File: src/rtl/rv32i_pkg.sv
// Shared RV32I core types: data width, canonical NOP, fetch bundle.
// fetch_entry_t carries one fetched word together with its PC.
package rv32i_pkg;

   localparam int XLEN = 32;
   localparam logic [XLEN-1:0] INST_NOP = 32'h0000_0013;

   typedef struct packed {
      logic [XLEN-1:0] pc;
      logic [XLEN-1:0] inst;
   } fetch_entry_t;

endpackage

File: src/rtl/fetch_fifo.sv
// Synchronous FIFO with push/pop/clear and occupancy count.
// Ports: clk, reset, push_i/push_data_i, pop_i, clear_i, head_o, count_o.
module fetch_fifo #(
   parameter int DEPTH = 2,
   parameter int WIDTH = 64,
   localparam int AW = $clog2(DEPTH),
   localparam int CW = AW + 1
) (
   input  logic             clk,
   input  logic             reset,
   input  logic             push_i,
   input  logic [WIDTH-1:0] push_data_i,
   input  logic             pop_i,
   input  logic             clear_i,
   output logic [WIDTH-1:0] head_o,
   output logic [CW-1:0]    count_o
);

   logic [WIDTH-1:0] mem_q [DEPTH];
   logic [AW-1:0]    wr_q, wr_d;
   logic [AW-1:0]    rd_q, rd_d;
   logic [CW-1:0]    cnt_q, cnt_d;
   logic             empty, full;
   logic             do_push, do_pop;

   assign empty = (cnt_q == '0);
   assign full  = (cnt_q == CW'(DEPTH));

   // A pop frees a slot, so push into a full FIFO is fine when popping too.
   assign do_pop  = pop_i && !empty;
   assign do_push = push_i && (!full || do_pop);

   always_comb begin
      wr_d  = wr_q;
      rd_d  = rd_q;
      cnt_d = cnt_q;
      if (clear_i) begin
         wr_d  = '0;
         rd_d  = '0;
         cnt_d = '0;
      end else begin
         if (do_push) wr_d = wr_q + AW'(1);
         if (do_pop)  rd_d = rd_q + AW'(1);
         cnt_d = cnt_q + CW'(do_push) - CW'(do_pop);
      end
   end

   always_ff @(posedge clk or posedge reset) begin
      if (reset) begin
         wr_q  <= '0;
         rd_q  <= '0;
         cnt_q <= '0;
      end else begin
         wr_q  <= wr_d;
         rd_q  <= rd_d;
         cnt_q <= cnt_d;
      end
   end

   always_ff @(posedge clk) begin
      if (do_push && !clear_i) mem_q[wr_q] <= push_data_i;
   end

   assign head_o  = mem_q[rd_q];
   assign count_o = cnt_q;

endmodule

File: src/rtl/instr_fetch_unit.sv
// RV32I fetch stage: owns the PC, issues imem requests, buffers words for decode.
// Ports: clk/reset, imem_req_*/imem_rsp_* to memory, redirect_* from EX, id_* to decode.
module instr_fetch_unit
   import rv32i_pkg::*;
#(
   parameter logic [31:0] RESET_PC   = 32'h0000_0000,
   parameter int          FIFO_DEPTH = 2
) (
   input  logic        clk,
   input  logic        reset,
   output logic        imem_req_valid,
   input  logic        imem_req_ready,
   output logic [31:0] imem_req_addr,
   input  logic        imem_rsp_valid,
   input  logic [31:0] imem_rsp_data,
   input  logic        redirect_valid,
   input  logic [31:0] redirect_pc,
   output logic        id_valid,
   input  logic        id_ready,
   output logic [31:0] id_inst,
   output logic [31:0] id_pc
);

   localparam int CW = $clog2(FIFO_DEPTH) + 1;
   localparam int SW = CW + 2;

   logic [XLEN-1:0] fetch_pc_q, fetch_pc_d;
   logic [CW-1:0]   drop_q, drop_d;
   logic [CW-1:0]   pend_cnt, buf_cnt;
   logic [CW-1:0]   inflight;
   logic [XLEN-1:0] pend_head;
   fetch_entry_t    buf_head, buf_push;
   logic            credit_ok;
   logic            accept, rsp_drop, rsp_keep, id_pop;

   // Every slot ever granted (in flight, to be dropped, or buffered) counts.
   assign credit_ok = (SW'(pend_cnt) + SW'(drop_q) + SW'(buf_cnt))
                      < SW'(FIFO_DEPTH);

   assign imem_req_valid = !reset && !redirect_valid && credit_ok;
   assign imem_req_addr  = fetch_pc_q;
   assign accept         = imem_req_valid && imem_req_ready;

   assign rsp_drop = imem_rsp_valid && (drop_q != '0);
   assign rsp_keep = imem_rsp_valid && (drop_q == '0)
                     && (pend_cnt != '0) && !redirect_valid;

   assign id_valid = (buf_cnt != '0);
   assign id_pop   = id_valid && id_ready && !redirect_valid;
   assign id_inst  = id_valid ? buf_head.inst : '0;
   assign id_pc    = id_valid ? buf_head.pc   : '0;

   assign buf_push.pc   = pend_head;
   assign buf_push.inst = imem_rsp_data;

   // On redirect all still-pending words become stale; a response
   // arriving in that same cycle retires one of them immediately.
   assign inflight = drop_q + pend_cnt;

   always_comb begin
      fetch_pc_d = fetch_pc_q;
      drop_d     = drop_q;
      if (redirect_valid) begin
         fetch_pc_d = redirect_pc & ~XLEN'(3);
         if (imem_rsp_valid && (inflight != '0))
            drop_d = inflight - CW'(1);
         else
            drop_d = inflight;
      end else begin
         if (accept)   fetch_pc_d = fetch_pc_q + XLEN'(4);
         if (rsp_drop) drop_d     = drop_q - CW'(1);
      end
   end

   always_ff @(posedge clk or posedge reset) begin
      if (reset) begin
         fetch_pc_q <= RESET_PC;
         drop_q     <= '0;
      end else begin
         fetch_pc_q <= fetch_pc_d;
         drop_q     <= drop_d;
      end
   end

   fetch_fifo #(
      .DEPTH (FIFO_DEPTH),
      .WIDTH (XLEN)
   ) u_pend_q (
      .clk         (clk),
      .reset       (reset),
      .push_i      (accept),
      .push_data_i (fetch_pc_q),
      .pop_i       (rsp_keep),
      .clear_i     (redirect_valid),
      .head_o      (pend_head),
      .count_o     (pend_cnt)
   );

   fetch_fifo #(
      .DEPTH (FIFO_DEPTH),
      .WIDTH ($bits(fetch_entry_t))
   ) u_out_buf (
      .clk         (clk),
      .reset       (reset),
      .push_i      (rsp_keep),
      .push_data_i (buf_push),
      .pop_i       (id_pop),
      .clear_i     (redirect_valid),
      .head_o      (buf_head),
      .count_o     (buf_cnt)
   );

   a_rsp_orphan: assert property (
      @(posedge clk) disable iff (reset)
      imem_rsp_valid |-> ((pend_cnt != '0) || (drop_q != '0))
   );

endmodule
File: config.mk
export PLATFORM = sky130hd
export DESIGN_NAME = instr_fetch_unit
export DESIGN_NICKNAME = d
export VERILOG_FILES = /design/src/rtl/rv32i_pkg.sv /design/src/rtl/fetch_fifo.sv /design/src/rtl/instr_fetch_unit.sv
export SDC_FILE = /design/constraint.sdc
export NUM_CORES = 1
export LEC_CHECK = 0
export CORE_MARGIN = 5
export CORE_UTILIZATION = 30
export CTS_CLUSTER_SIZE = 10
export DETAILED_ROUTE_END_ITERATION = 6
export GPL_TIMING_DRIVEN = 0
export MAX_ROUTING_LAYER = met4
export PLACE_DENSITY_LB_ADDON = 0.1
export SYNTH_ARGS = -nofsm -noshare
export SYNTH_HDL_FRONTEND = slang
export SYNTH_SLANG_ARGS = --single-unit
export TNS_END_PERCENT = 20
File: constraint.sdc
create_clock -name clk -period 5.6 [get_ports clk]
set_clock_uncertainty 0.05 [all_clocks]
set_input_delay 1.68 -clock clk [delete_from_list [all_inputs] [get_ports clk]]
set_output_delay 1.68 -clock clk [all_outputs]
set_load 0.02 [all_outputs]
==> metrics.cfg <==
[worst_setup_path]
slowest_stage=clkdlybuf4s50_1
critPathBufInv=2
setup.worst_path.end_class=primary output
max_stage_delay_ns=0.61
crit_top_cell=clkdlybuf4s50_1
cp_cell_sequence=clkdlybuf4s50_1 -> nor4_4 -> and2_1 -> clkdlybuf4s50_1
arrival_ns=3.26
critPathTopFamily=buffers and inverters
cp_max_fo=3
cp-start-kind=input pin
crit_required_ns=3.87
worst-setup-path-type=in2out

[final_layout]
fill_cells=2872
fin_nets=916
final_area_um2=12400
drive_gt1_frac=0.111
multi_input_area_um2=2640
synthToLayoutAreaGrowth_pct=32.3
num_antenna_cells=0
seq_area_um2=6530

[timing]
fin_crit_sh=0.892
setup_viol_count_final=0
rsz0062_at_grt=no
layout_setup_ws_ns=0.605
tightest_slew_ns=0.943
clock.fmax_mhz=200
period_needed_ns=4.99
final_max_slew_viol_count=0
relSlewSlack=0.371
hold_viol=0
whs_ns=0.505

[die]
rows=64
die-area_um2=34800
die_w_um=186
dieHeight_um=186
core_area_um2=30700
start_util=0.305
io-pin-count=168

[yosys]
synth_edf_count=184
ys_warn_count=0
async_flop_share=0.179
syn_avg_cell_area_um2=14.7
synth-seq-cells=224
syn_inst=637
ys_seq_area_frac=0.698
synth_cell_types=47
synth_area_um2=9340
ys.flop_type=edfxtp_1

[route]
via_per_inst=4.53
num_vias=5666
initialDrtViolationCount=290
postRouteAntennaNets=0
drt-wirelength-per-cell_um=18.3
wl_mm=23.0
dr.pass1.iters=4
remaining_drc_errors=0

[power]
leakagePower_nw=4.15
power.density_nw_per_um2=331
peakVddDrop_mv=0.239

[global_routing]
gr-usage-all-layers=0.132
grt_antenna_before_repair=0
grt.overflow.total=0
grt_start_max_net_pins=46
grt_first_pass_wirelength_mm=35.7
grt_pass1_vias=6103

[cts]
cts_setup_buffers=0
post_cts_resize_count=0
postCtsHoldBufs=0
cts_buffers=27
clock_latency_ns=0.54
htree_levels=1
cts_tree=yes
cts_sinks=224
path_clk_slew_ns=0.05
cts_root_buf=clkbuf_16
clk_path_buf_depth=3

[place]
dpl.hpwl_mm=16.1
preCtsSetupSlack_ns=0.599
numPortBuffers=160
place.gp.congestion=0.814
place_area_um2=11600

[hold_path]
worstHoldPathType=reg2reg

[outcome]
status=finished clean

[run]
max-cap-violations=0

-- metrics by stage --
step                setup TNS, ns  power [mW]  std cells   util
floorplan                       0        2.32        640      -
global route                    0        4.29       1252  0.403
global placement          -244.58        2.57       1196  0.373
finish                          0        4.09       1252  0.403
detailed placement              0        2.59       1202  0.378
CTS                             0        4.16       1252  0.403
-- synth_stat cells, types with 4 or more instances --
master	count	area share
edfxtp_1	184	0.59
nor2_1	76	0.031
mux2i_1	65	0.070
dfrtp_1	40	0.11
nand2_1	39	0.016
mux2_2	31	0.037
o21ai_1	23	0.012
xor2_1	18	0.017
inv_1	14	0.0056
nand4_1	13	0.0087
clkbuf_1	12	0.0048
nand3_1	12	0.0064
buf_1	11	0.0044
nor3_1	11	0.0059
ha_1	10	0.013
xnor2_1	10	0.0094
buf_4	6	0.0048
nand2b_1	5	0.0033
a221o_1	4	0.0043
and2_1	4	0.0027
and3_1	4	0.0027
nor2b_1	4	0.0027
-- final cells by class --
type / instances / share of cell area
Clock inverter: 3 / 0.00182
Inverter: 14 / 0.00425
Clock buffer: 47 / 0.0615
Timing Repair Buffer: 166 / 0.138
Multi-Input combinational cell: 369 / 0.213
Buffer: 33 / 0.0128
Tap cell: 396 / 0.0401
Sequential cell: 224 / 0.528
-- sequential cells by signal (all words and copies together) (netlist names) --
name and count:
drop_q 2, u_pend_q.wr_q 1, imem_req_addr 30, u_pend_q.count_o 2, u_pend_q.rd_q 1, u_out_buf.count_o 2, u_out_buf.mem_q 124, u_pend_q.mem_q 60
u_out_buf.rd_q 1, u_out_buf.wr_q 1
-- cell usage in the layout, fill, tap and decap left out, types with 2 or more instances in the layout --
cell	instances
edfxtp_1	184
clkdlybuf4s50_1	160
nor2_1	75
mux2i_1	65
dfrtp_1	40
nand2_1	39
clkbuf_1	31
mux2_2	31
clkbuf_16	27
o21ai_1	23
xor2_1	18
nand4_1	13
inv_1	13
nand3_1	12
buf_1	11
xnor2_1	10
nor3_1	10
ha_1	10
buf_4	6
nand2b_1	5
buf_6	4
and3_1	4
a221o_1	4
conb_1	4
nor4_4	3
buf_2	3
nor3_2	3
and4_1	3
nor2b_1	3
nor3b_1	3
o21ai_0	3
and2_1	2
o31a_1	2
nor4_1	2
a32oi_1	2
or2_2	2
a21oi_1	2
inv_6	2
buf_16	2
-- final timing paths --
path                                                 start                          endpoint  slack [ns]  cells after the start
max in group asynchronous                            reset     imem_req_addr[18]$_DFFE_PP0P_        3.20                      2
setup / recovery                                     reset                    imem_req_valid        0.61                      4
hold / removal             u_pend_q.mem_q[1][31]$_DFFE_PP_  u_out_buf.mem_q[1][63]$_DFFE_PP_        0.51                      1
hold reg to reg            u_pend_q.mem_q[1][31]$_DFFE_PP_  u_out_buf.mem_q[1][63]$_DFFE_PP_        0.51                      1
min in group asynchronous                            reset      imem_req_addr[5]$_DFFE_PP0P_        1.71                      2
setup reg to reg             u_pend_q.count_o[1]$_DFF_PP0_   u_pend_q.mem_q[1][20]$_DFFE_PP_        2.01                      9
-- logic make-up after synthesis --
| group | Yosys count | synth area share |
|---|---|---|
| flip-flops | 224 | 0.698 |
| AND/OR/NAND/NOR | 189 | 0.103 |
| multiplexers | 96 | 0.107 |
| buffers and inverters | 47 | 0.0225 |
| AO/OA/AOI/OAI | 41 | 0.0269 |
| XOR/XNOR | 28 | 0.0262 |
| adder cells (fa/ha/maj) | 11 | 0.0155 |
| other | 1 | 0.000401 |
-- where the power goes --
part,internal [mW],switching [mW]
clock network,0.914,0.632
logic,0.264,0.312
registers,1.90,0.0713
total,3.08,1.02
-- metal layers --
layer | GRT usage | vias to the layer above | wire length [um]
li1 | - | 2726 | -
met1 | 0.167 | 2743 | 10300
met2 | 0.220 | 169 | 11100
met3 | 0.0267 | 28 | 1060
met4 | 0.0353 | 0 | 497
met5 | - | - | 0
(Power assumes the default switching activity.)
